==> src/rtl/lcd_sequencer.sv <==
// HD44780 16x2 sequencer: power-up init, then full 32-char rewrites on request,
// driving the lcd_controller start/done handshake. Optional macro: LCD_AUTO_REFRESH_EN.
module lcd_sequencer #(
  parameter int unsigned POWERUP_CYCLES     = 750000,
  parameter int unsigned CMD_DELAY_CYCLES   = 2000,
  parameter int unsigned CLEAR_DELAY_CYCLES = 82000,
  parameter int unsigned REFRESH_CYCLES     = 5000000
) (
  input  logic       clock,
  input  logic       reset_n,
  input  logic       refresh,
  output logic       busy,
  output logic       init_done,
  output logic [4:0] char_addr,
  input  logic [7:0] char_data,
  output logic [7:0] ctrl_data,
  output logic       ctrl_rs,
  output logic       ctrl_start,
  input  logic       ctrl_done
);

  localparam int unsigned CNT_W  = 24;
  localparam int unsigned ADDR_W = 5;
  localparam int unsigned DATA_W = 8;
  localparam int unsigned IDX_W  = 2;

  localparam logic [CNT_W-1:0]  POWERUP_LIM = CNT_W'(POWERUP_CYCLES);
  localparam logic [CNT_W-1:0]  CMD_LIM     = CNT_W'(CMD_DELAY_CYCLES);
  localparam logic [CNT_W-1:0]  CLEAR_LIM   = CNT_W'(CLEAR_DELAY_CYCLES);

  localparam logic [DATA_W-1:0] CMD_FUNC_SET = 8'h38;
  localparam logic [DATA_W-1:0] CMD_DISP_ON  = 8'h0C;
  localparam logic [DATA_W-1:0] CMD_CLEAR    = 8'h01;
  localparam logic [DATA_W-1:0] CMD_ENTRY    = 8'h06;
  localparam logic [DATA_W-1:0] CMD_LINE0    = 8'h80;
  localparam logic [DATA_W-1:0] CMD_LINE1    = 8'hC0;

  localparam logic [ADDR_W-1:0] LINE0_LAST  = 5'd15;
  localparam logic [ADDR_W-1:0] LINE1_FIRST = 5'd16;
  localparam logic [ADDR_W-1:0] LINE1_LAST  = 5'd31;
  localparam logic [IDX_W-1:0]  INIT_LAST   = 2'd3;

  typedef enum logic [3:0] {
    S_PWR_WAIT,
    S_INIT,
    S_IDLE,
    S_ADDR0,
    S_ADDR1,
    S_FETCH,
    S_CHARS,
    S_ISSUE,
    S_WAIT_CLR,
    S_WAIT_DONE,
    S_SETTLE
  } state_t;

  state_t              state, state_n;
  state_t              ret_state, ret_state_n;
  logic [CNT_W-1:0]    cnt, cnt_n;
  logic [IDX_W-1:0]    init_idx, init_idx_n;
  logic                pending, pending_n;
  logic                init_done_n;
  logic [ADDR_W-1:0]   char_addr_n;
  logic [DATA_W-1:0]   ctrl_data_n;
  logic                ctrl_rs_n;
  logic                auto_tick;
  logic [DATA_W-1:0]   init_byte;
  logic [CNT_W-1:0]    delay_lim;
  logic                cnt_expired;

  // Init command table, indexed by position in the power-up sequence.
  always_comb begin
    init_byte = CMD_FUNC_SET;
    case (init_idx)
      2'd0:    init_byte = CMD_FUNC_SET;
      2'd1:    init_byte = CMD_DISP_ON;
      2'd2:    init_byte = CMD_CLEAR;
      default: init_byte = CMD_ENTRY;
    endcase
  end

  // Clear needs the long settle; everything else uses the short one.
  always_comb begin
    delay_lim = CMD_LIM;
    if (state == S_PWR_WAIT) begin
      delay_lim = POWERUP_LIM;
    end else if (!ctrl_rs && (ctrl_data == CMD_CLEAR)) begin
      delay_lim = CLEAR_LIM;
    end
  end

  // One bit wider so a limit of 2^24-1 still terminates; a limit of 0 gives one cycle.
  assign cnt_expired = ({1'b0, cnt} + (CNT_W+1)'(1)) >= {1'b0, delay_lim};

`ifdef LCD_AUTO_REFRESH_EN
  localparam int unsigned REF_W   = 32;
  localparam logic [REF_W-1:0] REFRESH_LIM = REF_W'(REFRESH_CYCLES);

  logic [REF_W-1:0] refresh_cnt;
  logic             refresh_wrap;

  assign refresh_wrap = ({1'b0, refresh_cnt} + (REF_W+1)'(1)) >= {1'b0, REFRESH_LIM};
  assign auto_tick    = init_done && refresh_wrap;

  // Free-running period counter, started by init completion.
  always_ff @(posedge clock or negedge reset_n) begin
    if (!reset_n) begin
      refresh_cnt <= '0;
    end else if (init_done) begin
      if (refresh_wrap) begin
        refresh_cnt <= '0;
      end else begin
        refresh_cnt <= refresh_cnt + REF_W'(1);
      end
    end
  end
`else
  // Without auto-refresh the period parameter has no effect.
  assign auto_tick = (REFRESH_CYCLES == 0) && 1'b0;
`endif

  always_ff @(posedge clock or negedge reset_n) begin
    if (!reset_n) begin
      state      <= S_PWR_WAIT;
      ret_state  <= S_PWR_WAIT;
      cnt        <= '0;
      init_idx   <= '0;
      pending    <= 1'b0;
      init_done  <= 1'b0;
      char_addr  <= '0;
      ctrl_data  <= '0;
      ctrl_rs    <= 1'b0;
      ctrl_start <= 1'b0;
      busy       <= 1'b1;
    end else begin
      state      <= state_n;
      ret_state  <= ret_state_n;
      cnt        <= cnt_n;
      init_idx   <= init_idx_n;
      pending    <= pending_n;
      init_done  <= init_done_n;
      char_addr  <= char_addr_n;
      ctrl_data  <= ctrl_data_n;
      ctrl_rs    <= ctrl_rs_n;
      ctrl_start <= (state_n == S_ISSUE) || (state_n == S_WAIT_CLR) || (state_n == S_WAIT_DONE);
      busy       <= (state_n != S_IDLE);
    end
  end

  always_comb begin
    state_n     = state;
    ret_state_n = ret_state;
    cnt_n       = cnt;
    init_idx_n  = init_idx;
    pending_n   = pending || refresh || auto_tick;
    init_done_n = init_done;
    char_addr_n = char_addr;
    ctrl_data_n = ctrl_data;
    ctrl_rs_n   = ctrl_rs;

    case (state)
      S_PWR_WAIT: begin
        if (cnt_expired) begin
          cnt_n   = '0;
          state_n = S_INIT;
        end else begin
          cnt_n = cnt + CNT_W'(1);
        end
      end
      S_INIT: begin
        ctrl_data_n = init_byte;
        ctrl_rs_n   = 1'b0;
        ret_state_n = S_INIT;
        state_n     = S_ISSUE;
      end
      S_IDLE: begin
        if (pending) begin
          // A request seen on this very cycle still counts as a new one.
          pending_n = refresh || auto_tick;
          state_n   = S_ADDR0;
        end
      end
      S_ADDR0: begin
        ctrl_data_n = CMD_LINE0;
        ctrl_rs_n   = 1'b0;
        ret_state_n = S_ADDR0;
        state_n     = S_ISSUE;
      end
      S_ADDR1: begin
        ctrl_data_n = CMD_LINE1;
        ctrl_rs_n   = 1'b0;
        ret_state_n = S_ADDR1;
        state_n     = S_ISSUE;
      end
      S_FETCH: begin
        state_n = S_CHARS;
      end
      S_CHARS: begin
        ctrl_data_n = char_data;
        ctrl_rs_n   = 1'b1;
        ret_state_n = S_CHARS;
        state_n     = S_ISSUE;
      end
      S_ISSUE: begin
        state_n = S_WAIT_CLR;
      end
      S_WAIT_CLR: begin
        if (!ctrl_done) begin
          state_n = S_WAIT_DONE;
        end
      end
      S_WAIT_DONE: begin
        if (ctrl_done) begin
          cnt_n   = '0;
          state_n = S_SETTLE;
        end
      end
      S_SETTLE: begin
        if (!cnt_expired) begin
          cnt_n = cnt + CNT_W'(1);
        end else begin
          cnt_n = '0;
          // Return to the caller and advance it past the byte just written.
          case (ret_state)
            S_INIT: begin
              if (init_idx == INIT_LAST) begin
                init_idx_n  = '0;
                init_done_n = 1'b1;
                state_n     = S_IDLE;
              end else begin
                init_idx_n = init_idx + IDX_W'(1);
                state_n    = S_INIT;
              end
            end
            S_ADDR0: begin
              char_addr_n = '0;
              state_n     = S_FETCH;
            end
            S_ADDR1: begin
              char_addr_n = LINE1_FIRST;
              state_n     = S_FETCH;
            end
            S_CHARS: begin
              char_addr_n = char_addr + ADDR_W'(1);
              if (char_addr == LINE0_LAST) begin
                state_n = S_ADDR1;
              end else if (char_addr == LINE1_LAST) begin
                state_n = S_IDLE;
              end else begin
                state_n = S_FETCH;
              end
            end
            default: state_n = S_IDLE;
          endcase
        end
      end
      default: state_n = S_PWR_WAIT;
    endcase
  end

endmodule

==> config.mk <==
export PLATFORM = sky130hd
export DESIGN_NAME = lcd_sequencer
export DESIGN_NICKNAME = d
export VERILOG_FILES = /design/src/rtl/lcd_sequencer.sv
export SDC_FILE = /design/constraint.sdc
export NUM_CORES = 1
export LEC_CHECK = 0
export CORE_AREA = 2 2 86 88
export DETAILED_ROUTE_END_ITERATION = 10
export DIE_AREA = 0 0 88 90
export DONT_BUFFER_PORTS = 1
export PLACE_DENSITY = 0.73
export SLEW_MARGIN = 20
export SYNTH_ARGS = -nofsm -noshare
export SYNTH_HDL_FRONTEND = slang
export SYNTH_SLANG_ARGS = --single-unit
==> constraint.sdc <==
create_clock -name clock -period 4.9 [get_ports clock]
set_input_delay 0.98 -clock clock [delete_from_list [all_inputs] [get_ports clock]]
set_output_delay 0.98 -clock clock [all_outputs]
set_load 0.01 [all_outputs]
### Word-level counts from Yosys, hierarchy flattened

Index checks and enable logic that the tools add are counted.

* add/subtract/negate cells: 4
* $lt $le $gt $ge: 1
* equal/unequal tests: 25
* multiplexer cells: 23
* reduce and logical (&&, ||, !) cells: 19

Operators by type and width (count)
* 2-to-1 mux 24 bit: 2
* one-hot mux 24 bit (2 select lines): 1
* one-hot mux 4 bit (8 select lines): 1
* one-hot mux 8 bit (4 select lines): 1
* equality test 4 x 3 -> 1 bit (second input constant): 7
* adder 24 x 1 -> 25 bit (second input constant): 1
* greater-or-equal comparator 25 x 24 -> 1 bit: 1
* adder 24 x 1 -> 24 bit (second input constant): 1
* equality test 4 bit (second input constant): 5
* 2-to-1 mux 20 bit: 1
* 2-to-1 mux 4 bit: 5
* one-hot mux 6 bit (3 select lines): 1
* 2-to-1 mux 17 bit: 1
* one-hot mux 4 bit (4 select lines): 1
* one-hot mux 5 bit (3 select lines): 1
* equality test 4 x 2 -> 1 bit (second input constant): 3
* one-hot mux 4 bit (3 select lines): 1
* equality test 4 x 1 -> 1 bit (second input constant): 2
* equality test 8 x 1 -> 1 bit (second input constant): 1
* 2-to-1 mux 3 bit: 2
* AND reduction 3 bit: 2
* adder 5 x 1 -> 5 bit (second input constant): 1
* equality test 5 x 4 -> 1 bit (second input constant): 1
* equality test 5 bit (second input constant): 1
* 21 further kinds: 28

* bits in registers: 52
* input port bits: 12
* output and inout port bits: 17
* word-level logic and storage cells: 83

### Longest topological paths before layout

* word-level depth: 10
* gate-level depth with buffers: 16
* mapped depth without buffers: 14

### Worst setup path before layout

OpenSTA, ideal clock, no wires.

* path kind: flip-flop to flip-flop
* start point: register cnt[6]
* end point: register init_idx[0]
* arrival time: 3.455 ns
* data required time: 4.775 ns
* slack: 1.321 ns
* stages on the path, launching flop included: 13
* path buffers: 1
* clock period less this slack: 3.579 ns
* cells stage by stage: dfrtp_1 -> buf_2 -> nand4_4 -> or3_2 -> nor4_1 -> xnor2_1 -> ha_1 -> o211ai_1 -> a2111o_1 -> o2111ai_4 -> nand2_2 -> nor4_4 -> mux2_2

* longest elaborated chain between the ends: 3

Ends and longest elaborated chain
* start, declared: line 59 `logic [CNT_W-1:0] cnt, cnt_n;`
* start signal, assigned: line 138 `cnt <= cnt_n;`
* adder 24 x 1 -> 25 bit: line 93 `assign cnt_expired = ({1'b0, cnt} + (CNT_W+1)'(1)) >= {1'b0, delay_lim};`
* greater-or-equal comparator 25 x 24 -> 1 bit: line 93
* AND reduction 3 bit (no source line)
* end signal, assigned: line 139 `init_idx <= init_idx_n;`
* end, declared: line 60 `logic [IDX_W-1:0] init_idx, init_idx_n;`

Every way passes these cells.
A chain may end at the register's enable or synchronous reset.

### Worst setup path in the final report

* start point: register state[3]
* end point: register cnt[15]

* longest elaborated chain between the ends: 5
* elaborated cells on any way between the ends: 11
* those cells by class: order compare (1); eq/ne (3); mux (3); reduce/logical (4)

Ends and longest elaborated chain
* start, declared: line 57 `state_t state, state_n;`
* start signal, assigned: line 136 `state <= state_n;`
* logical NOT 4 bit: line 85, 161
* 2-to-1 mux 20 bit: line 85 `if (state == S_PWR_WAIT) begin`
* greater-or-equal comparator 25 x 24 -> 1 bit: line 93
* 2-to-1 mux 24 bit: line 163, 219
* one-hot mux 24 bit (2 select lines): line 161 `case (state)`

Parallel ways exist; a longest one is shown, timed or not.

==> metrics.md <==
| Metric | Value |
|---|---|
| Critical path origin | state[3] |
| Final worst clock skew | 13.44 ps |
| Post-layout min period | 4228 ps |
| Synthesized instance count | 364 |
| Fraction of met2 tracks used by global routing | 0.3535 |
| Post-synthesis cell type with the largest combined area | dfrtp_1 |
| Average wire per cell in the routed design | 16.83 um |
| Final antenna-violating net count | 0 |
| Crit path kind | flop to flop |
| Initial drt markers | 108 |
| CTS Buffer Depth | 2 |
| Most frequently used cell type in the post-synthesis netlist | dfrtp_1 |
| Synthesis warning total | 0 |
| Final max-slew violation count | 0 |
| IO Pins | 29 |
| Final critical-path share of the clock period | 0.8629 |
| Average via count per standard cell | 5.952 |
| Area share of the largest cell type after synthesis | 0.3712 |
| Die height | 90 um |
| Count of fill cells added during filler insertion | 661 |
| Slew @ Worst Pin | 915.0 ps |
| Leading post-synthesis cells by instance count | dfrtp_1 (50), nand2_1 (30), nor2_1 (30) |
| Share of synthesized registers carrying an async set or reset | 1.000 |
| Quantity of hold-fixing buffers added after cts | 0 |
| Layout overhead on the synthesized area | 4.417% |
| Peak Freq | 0.2365 GHz |
| Most used flip-flop cell after synthesis | dfrtp_1 |
| Overflow left after global routing | 0 |
| Worst voltage drop across the vdd grid | 0.2402 mV |
| CTS clk-pin slew, worst paths | 110 ps |
| Antenna diodes | 0 |
| Critical path capture point type | flop |
| Total number of placement rows | 31 |
| Clock tree from TritonCTS | yes |
| Synthesized Nets | 397 |
| RSZ-0062 raised after global routing | false |
| Cell area after layout | 3520 um2 |
| Fraction of final layout cells with drive strength greater than 1 | 0.08914 |
| Clock sink count | 51 |
| Cells resized by post-CTS repair | 0 |
| Die Span X | 88 um |
| Source of the worst register-to-register timing path | state[3] |
| Number of enable flip-flop cells after synthesis | 0 |
| Final Net Count | 391 |
| Unique masters post-synth | 65 |
| Vias in the first global route | 2822 |
| Endpoint required time on the critical path | 5160 ps |
| Placeable core region | 7020 um2 |
| Endpoints failing hold | 0 |
| Peak fanout along the critical path | 15 |
| Post-Place Cell Area | 3430 um2 |
| Worst min-delay path class | input pin to asynchronous set/reset pin |
| Maximum number of pins on one net before global-route repair | 52 |
| Static power due to leakage | 0.001574 uW |
| IO buf count | 0 |
| Die Area | 7920 um2 |
| Endpoint arrival time on the critical path | 4480 ps |
| H-tree lvl count | 2 |
| DRC violations left | 0 |
| Detailed-route via count | 2726 |
| Number of antenna violations at the first check in global routing | 0 |
| Setup Buffers After CTS | 0 |
| #FFs+latches synth | 51 |
| Mean Syn Cell Area | 9.260 um2 |
| Max Cap Viol | 0 |
| Final weighted congestion in routability-driven placement | 0.9095 |
| Starting density of the core | 0.4801 |
| Area of all sequential standard cells | 1277 um2 |
| Kind of launch point of the worst setup path | flop |
| Relative slew margins | 0.3900 |
| Power Dens Cells | 442.5 nW/um2 |
| Clk Latency, worst-skew pair | 310 ps |
| Outcome | completed |
| DRT Wirelength | 7.706 mm |
| Most heavily used metal layer in global routing | met2 |
| Final setup violation count | 0 |
| Dpl hpwl | 5.577 mm |
| Portion of the post-synthesis area used by sequential elements | 0.3790 |
| Aggregate negative setup slack | 0 ps |
| Met3 Track Usage GR | 0.04591 |
| First-pass iteration count of the detailed router | 5 |
| GRT met1 Usage | 0.2650 |
| Combined area of the multi-input logic cells | 1949 um2 |
| Cell area after technology mapping | 3371 um2 |
| Ranking of synthesized cells by area | dfrtp_1 (37%), ha_1 (7.8%), nand2_1 (3.3%) |
| Global-route wire length before repair | 13.31 mm |
| CTS buffer count | 5 |
| CTS Root Cell | clkbuf_8 |
| Total global-route track usage | 0.2084 |
stage by stage:
| stage | utilization | instances | hold WS, ps | power [uW] | setup WS (ps) |
|---|---|---|---|---|---|
| finish | 0.5013 | 458 | 345.9 | 1557 | 671.9 |
| floorplan | - | 364 | 477.4 | 1157 | 1321 |
| global placement | 0.4885 | 450 | 505.5 | 1280 | 783.6 |
| CTS | 0.5013 | 458 | 341.0 | 1565 | 668.6 |
| global route | 0.5013 | 458 | 327.4 | 1688 | 351.1 |
| detailed placement | 0.4885 | 450 | 521.5 | 1307 | 700.5 |
per-layer routing:
metal / vias to the layer above / wire length, um
met5: - / 0
met4: 0 / 81
met3: 10 / 339
met2: 53 / 3927
met1: 1342 / 3357
li1: 1321 / -
worst max-delay path, stage by stage (launching register included):
cell and delay, ps:
dfrtp_1 520, inv_1 200, nand2_1 170, or3_1 510, and2_1 260, ha_1 340
a2111oi_0 450, o41a_1 260, a211oi_1 70, a311oi_2 330, o2111ai_4 240, or2_0 280
buf_4 190, nor4_1 210, a21o_1 120
layout make-up:
class | count | area share
Clock inverter | 2 | 0.004977
Inverter | 17 | 0.01813
Tap cell | 99 | 0.03519
Timing Repair Buffer | 2 | 0.004266
Sequential cell | 51 | 0.3630
Multi-Input combinational cell | 281 | 0.5539
Clock buffer | 6 | 0.02062
cells by family after synthesis:
family	count (synthesis)	synth area share
AO/OA/AOI/OAI	109	0.2279
adder cells (fa/ha/maj)	21	0.07795
flip-flops	51	0.3790
AND/OR/NAND/NOR	134	0.2261
multiplexers	4	0.01262
XOR/XNOR	13	0.03378
buffers and inverters	32	0.04269
sequential cells by signal, summed over array words and instances, names as in the netlist, 2 cells and up:
name / count
char_addr: 5
state: 4
ctrl_data: 8
ret_state: 3
cnt: 24
init_idx: 2
path summary, 6_finish.rpt:
path                       slack [ps]           end  depth (start not counted)
setup / recovery                  670       cnt[15]                         14
hold / removal                    350  ctrl_data[6]                          0
setup reg to reg                  670       cnt[15]                         14
hold reg to reg                   540     init_done                          1
max in group asynchronous        4370          busy                          0
min in group clock                540     init_done                          1
cell usage in the layout (no fill, tap or decap), types with 3 or more instances in the layout:
master / n
dfrtp_1: 50
nand2_1: 30
nor2_1: 30
o21ai_0: 22
a21oi_1: 22
ha_1: 21
inv_1: 16
nand3_1: 14
and2_1: 10
a22o_1: 10
a21o_1: 9
xnor2_1: 8
nor3_1: 7
o31ai_1: 7
nor4_1: 6
nand2b_1: 6
xor2_1: 5
o22ai_1: 5
clkbuf_8: 5
and3_1: 4
nand4_1: 4
or3_2: 3
o22a_1: 3
report_power, final:
part | internal (uW) | switching [uW]
clock network | 103 | 151
logic | 226 | 380
registers | 517 | 180
(Power assumes the default switching activity.)
